$ cat src/rtl/uart_tx_arbiter.sv
// uart_tx_arbiter: shares one uart_tx transmitter between NUM_REQ byte
// producers. Requesters hand over bytes through valid/ready handshakes; the
// arbiter launches one frame at a time and counts baud ticks so a new start
// is only issued after the frame plus an idle gap has gone out on the line.
// Build option: define UART_TX_ARB_PRIORITY_EN to replace round-robin with
// fixed priority (lowest valid index always wins).
module uart_tx_arbiter #(
    parameter int NUM_REQ     = 4,
    parameter int FRAME_TICKS = 11,
    parameter int GAP_TICKS   = 1
) (
    input  logic                       clk,
    input  logic                       reset,
    input  logic [NUM_REQ-1:0]         req_valid,
    input  logic [8*NUM_REQ-1:0]       req_data,
    input  logic [NUM_REQ-1:0]         req_psel,
    output logic [NUM_REQ-1:0]         req_ready,
    input  logic                       baud_tick,
    output logic                       start,
    output logic [7:0]                 data,
    output logic                       p_sel,
    output logic                       busy,
    output logic [$clog2(NUM_REQ)-1:0] grant_id,
    output logic                       frame_done
);

    localparam int ID_W      = $clog2(NUM_REQ);
    localparam int MAX_TICKS = (FRAME_TICKS > GAP_TICKS) ? FRAME_TICKS : GAP_TICKS;
    localparam int CNT_W     = $clog2(MAX_TICKS) + 1;
    localparam logic [CNT_W-1:0] FRAME_LAST = CNT_W'(FRAME_TICKS - 1);
    localparam logic [CNT_W-1:0] GAP_LAST   = CNT_W'((GAP_TICKS > 0) ? GAP_TICKS - 1 : 0);
    localparam logic [NUM_REQ-1:0] ONE_HOT0 = NUM_REQ'(1);

    typedef enum logic [1:0] {
        IDLE   = 2'd0,
        LAUNCH = 2'd1,
        FRAME  = 2'd2,
        GAP    = 2'd3
    } state_t;

    state_t            state, state_n;
    logic [CNT_W-1:0]  cnt, cnt_n;
    logic [ID_W-1:0]   rr_ptr, rr_ptr_n;
    logic [ID_W-1:0]   pick_idx;
    logic              pick_found;
    logic [7:0]        pick_data;
    logic              pick_psel;
    logic [7:0]        data_n;
    logic              p_sel_n;
    logic [ID_W-1:0]   grant_n;

    // Find the requester that would win arbitration this cycle.
    always_comb begin
        pick_found = 1'b0;
        pick_idx   = '0;
`ifdef UART_TX_ARB_PRIORITY_EN
        for (int i = NUM_REQ - 1; i >= 0; i--) begin
            if (req_valid[ID_W'(i)]) begin
                pick_found = 1'b1;
                pick_idx   = ID_W'(i);
            end
        end
`else
        for (int k = NUM_REQ; k >= 1; k--) begin
            logic [ID_W-1:0] cand;
            cand = ID_W'((int'(rr_ptr) + k) % NUM_REQ);
            if (req_valid[cand]) begin
                pick_found = 1'b1;
                pick_idx   = cand;
            end
        end
`endif
    end

    // Select the byte and parity choice belonging to the winning requester.
    always_comb begin
        pick_data = 8'h00;
        pick_psel = 1'b0;
        for (int i = 0; i < NUM_REQ; i++) begin
            if (pick_idx == ID_W'(i)) begin
                pick_data = req_data[8*i +: 8];
                pick_psel = req_psel[i];
            end
        end
    end

    // Next-state logic and the combinational handshake/strobe outputs.
    always_comb begin
        state_n    = state;
        cnt_n      = cnt;
        rr_ptr_n   = rr_ptr;
        data_n     = data;
        p_sel_n    = p_sel;
        grant_n    = grant_id;
        req_ready  = '0;
        start      = 1'b0;
        frame_done = 1'b0;
        busy       = (state != IDLE);
        case (state)
            IDLE: begin
                if (pick_found) begin
                    req_ready = ONE_HOT0 << pick_idx;
                    data_n    = pick_data;
                    p_sel_n   = pick_psel;
                    grant_n   = pick_idx;
                    rr_ptr_n  = pick_idx;
                    state_n   = LAUNCH;
                end
            end
            LAUNCH: begin
                start = 1'b1;
                if (baud_tick) begin
                    cnt_n   = '0;
                    state_n = FRAME;
                end
            end
            FRAME: begin
                if (baud_tick) begin
                    if (cnt == FRAME_LAST) begin
                        frame_done = 1'b1;
                        cnt_n      = '0;
                        state_n    = (GAP_TICKS == 0) ? IDLE : GAP;
                    end else begin
                        cnt_n = cnt + CNT_W'(1);
                    end
                end
            end
            GAP: begin
                if (baud_tick) begin
                    if (cnt == GAP_LAST) begin
                        cnt_n   = '0;
                        state_n = IDLE;
                    end else begin
                        cnt_n = cnt + CNT_W'(1);
                    end
                end
            end
            default: state_n = IDLE;
        endcase
    end

    // State, counter, pointer and the per-frame held transmitter inputs.
    always_ff @(posedge clk) begin
        if (reset) begin
            state    <= IDLE;
            cnt      <= '0;
            rr_ptr   <= ID_W'(NUM_REQ - 1);
            data     <= 8'h00;
            p_sel    <= 1'b0;
            grant_id <= '0;
        end else begin
            state    <= state_n;
            cnt      <= cnt_n;
            rr_ptr   <= rr_ptr_n;
            data     <= data_n;
            p_sel    <= p_sel_n;
            grant_id <= grant_n;
        end
    end

endmodule

$ cat config.mk
export PLATFORM = sky130hd
export DESIGN_NAME = uart_tx_arbiter
export DESIGN_NICKNAME = d
export VERILOG_FILES = /design/src/rtl/uart_tx_arbiter.sv
export SDC_FILE = /design/constraint.sdc
export NUM_CORES = 1
export LEC_CHECK = 0
export CAP_MARGIN = 30
export CORE_ASPECT_RATIO = 2
export CORE_UTILIZATION = 44
export CTS_CLUSTER_DIAMETER = 120
export DETAILED_ROUTE_END_ITERATION = 12
export PLACE_DENSITY_LB_ADDON = 0.2
export SLEW_MARGIN = 0
export SYNTH_ARGS = -nofsm -noshare
export SYNTH_HDL_FRONTEND = slang
export SYNTH_SLANG_ARGS = --single-unit
$ cat constraint.sdc
create_clock -name clk -period 5.4 [get_ports clk]
set_clock_uncertainty 0.05 [all_clocks]
set_input_delay 0.81 -clock clk [delete_from_list [all_inputs] [get_ports clk]]
set_output_delay 0.81 -clock clk [all_outputs]
set_load 0.01 [all_outputs]
==> reports/metrics.cfg <==
[cts]
ctsResizeCount = 0
h-tree-depth = 1
clock_sinks = 20
cts_setup_buffers = 0
cts_root_buf = clkbuf_8
clock_latency_ns = 0.25
cts_buffers = 3
cts_tree = done
clk_pin_slew_ns = 0.08
postCtsHoldBufs = 0
cts_buffer_depth = 2

[timing]
setup_viol = 0
worst_pin_slew_ns = 0.878
setup_ws_ns = 1.25
rsz0062_at_grt = no
fmax_ghz = 0.241
slew_viol_final = 0
final_hold_viol_count = 0
post-route-period-util_pct = 76.9
period_needed_ns = 4.15
tns_ns = 0
max-slew-margin-rel_pct = 41.3

[drt]
via_per_inst = 5.77
drc = 0
drt_pass1_iterations = 4
wire_per_inst_um = 15.2
ant_nets = 0
routed_wl_um = 3760
drtIter0Drc = 24
vias = 1432

[finish]
final_nets = 270
multi_input_area_sq_um = 857
finish.instance_area_sq_um = 2010
layout-drive-gt1-share_pct = 5.02
final_cells = 248
area_growth_pct = 50.8
nFillCells = 240
regArea_sq_um = 400
diodes = 0

[power_and_ir_drop]
power.share.clock_pct = 16.8
vdd_ir_drop_max_mv = 0.269
p_int_uw = 543
p_per_area_nw_per_um2 = 440
p_leak_uw = 0.000774
power_uw = 885
p_sw_share_pct = 38.7
power.switching_uw = 342
power_frac_comb_pct = 56.5
p_seq_share_pct = 26.7

[hold_path]
hold_end = data[6]
holdCritPathClass = register to register
hold_start = data[6]
holdPathStages = 2

[global_route]
grt_pass1_wl_um = 6120
grt.overflow.total = 0
track_usage_pct = 26.3
first_global_vias = 1450
grt_max_degree = 20
antenna_found_initial = 0

[logic_synthesis]
yosys_warnings = 0
synth.distinct_cells = 41
syn_area_sq_um = 1330
yosys.area.top_type = dfxtp_1
synthCells = 162
netlist_top_cells_area = dfxtp_1, ha_1, a21oi_1
syn_nets = 212
yosys.area_share.adder_pct = 6.57
synth_area_per_cell_sq_um = 8.23
ys_seq_elements = 20
synthMuxAreaShare_pct = 8.07
synth_compound_area_share_pct = 23.8
synth_top_family_by_area = compound AO/OA/AOI/OAI gates
synth.yosys.seq_area_share_pct = 30.0
yosys.area_share.simple_pct = 22.6
synthXorXnorAreaFrac_pct = 2.63
yosys.area.top_type_share_pct = 30.0

[setup_path]
crit_path_start_kind = input port
criticalPathCategory = input port to primary output
end_kind = primary output
r2r_end = data[5]
required_ns = 4.54
arrival_ns = 3.29
path_max_fanout = 13
reg2regPathDepth = 5
timing.rr.start = rr_ptr[0]
ff2ff_setup_slack_ns = 3.36

[placed_design]
post-place-ws_ns = 1.30
placedInstanceArea_sq_um = 1940
portBuffers = 60
dpl.hpwl_um = 3070
place.gp.congestion = 0.765
dp_cells = 244

[flow_run]
drv_cap = 0

[floorplanning]
fp-row-count = 27
start_util_pct = 47.6
die_area_sq_um = 3270
die_x_um = 40.9
design.core.area_sq_um = 2800
io_pins = 61
die_y_um = 79.9

[status]
status = finished clean

critical path, stage by stage:
cell and delay [ns]:
clkdlybuf4s50_1 0.70, nor2b_1 0.32, o311a_1 0.55, nand2_1 0.21
nor2_1 0.15, clkdlybuf4s50_1 0.56
sequential cells by signal, summed over array words and instances (netlist names):
register and cells:
p_sel 1, data 8, cnt 5, rr_ptr 2, state 2, grant_id 2
stage by stage:
stage	utilization [%]	hold slack, ns
2_1_floorplan	-	0.426
3_5_place_dp	69.2	0.398
5_1_grt	71.7	0.437
6_report	71.7	0.409
3_3_place_gp	69.2	0.396
4_1_cts	71.7	0.411
placed cells by master (no fill, tap or decap), drive strengths merged, types with 2 or more instances in the layout:
| master | n |
|---|---|
| clkdlybuf4s50 | 60 |
| dfxtp | 20 |
| nor2 | 16 |
| a21oi | 13 |
| inv | 12 |
| nand2 | 11 |
| o211ai | 8 |
| ha | 7 |
| a31oi | 6 |
| nand3b | 6 |
| mux2 | 6 |
| nor2b | 5 |
| nor3 | 4 |
| mux2i | 4 |
| a211oi | 4 |
| o311ai | 3 |
| a2bb2oi | 3 |
| xor2 | 3 |
| clkbuf | 3 |
| o21ai | 2 |
| or2 | 2 |
| a21o | 2 |
| or3 | 2 |
| and2 | 2 |
| nand2b | 2 |
| nand4 | 2 |
how the worst max path moves through the flow:
stage	from	to	slack [ns]	cells past startpoint
after global routing	req_valid[3]	req_ready[3]	1.02	6
final	req_valid[3]	req_ready[2]	1.25	6
after detailed placement	req_valid[3]	req_ready[2]	1.30	6
after floorplan	req_valid[1]	req_ready[0]	2.67	6
after CTS	req_valid[3]	req_ready[2]	1.26	6
after global placement	req_valid[3]	req_ready[3]	1.38	6
layout make-up:
class,instances,area share (%)
clock buffers,3,2.05
inverters,12,2.24
flip-flops and latches,20,19.9
well taps,29,1.80
clock inverters,1,1.49
multi-input cells,123,42.6
repair buffers,60,29.9
metal layers:
layer  global-route usage (%)  routed length [um]  vias to the layer above  share of wire, %
met5                        0                   0                        -                 0
met3                     3.06                 150                        6               4.0
met1                     25.2                1260                      676                34
li1                         -                   -                      697                 -
met2                     50.6                2290                       53                61
met4                     8.00                  59                        0               1.6
synth_stat cells:
master and count:
dfxtp_1 20, nor2_1 16, a21oi_1 13, inv_1 11, nand2_1 11, o211ai_1 8
ha_1 7, a31oi_1 6, nand3b_1 6, mux2_1 5, nor2b_1 5, a211oi_1 4
buf_2 4, mux2i_1 4, nor3_1 4, a2bb2oi_1 3, xor2_1 3, a21o_1 2
and2_1 2, nand2b_1 2, nand4_1 2, o21ai_0 2, o311ai_2 2, or2_2 2
or3_1 2, a22oi_1 1, and3_1 1, buf_1 1, buf_6 1, clkbuf_1 1
inv_2 1, mux2_2 1, nand3_1 1, nand4bb_1 1, o21a_1 1, o21bai_1 1
o311a_1 1, o311ai_1 1, or3b_1 1, or4b_1 1, xnor2_1 1
logic make-up after synthesis:
family,Yosys count
flops,20
xor+xnor,4
compound gates,45
buf+inv,19
simple gates,57
fa+ha+maj,7
mux,10
power groups by stage:
| stage | logic, uW | registers (uW) | clock network (uW) |
|---|---|---|---|
| global placement | 490 | 235 | 0 |
| CTS | 505 | 236 | 151 |
| finish | 500 | 236 | 149 |
| detailed placement | 501 | 239 | 0 |
| global route | 547 | 244 | 158 |
| floorplan | 303 | 245 | 0 |
(Power assumes the default switching activity.)
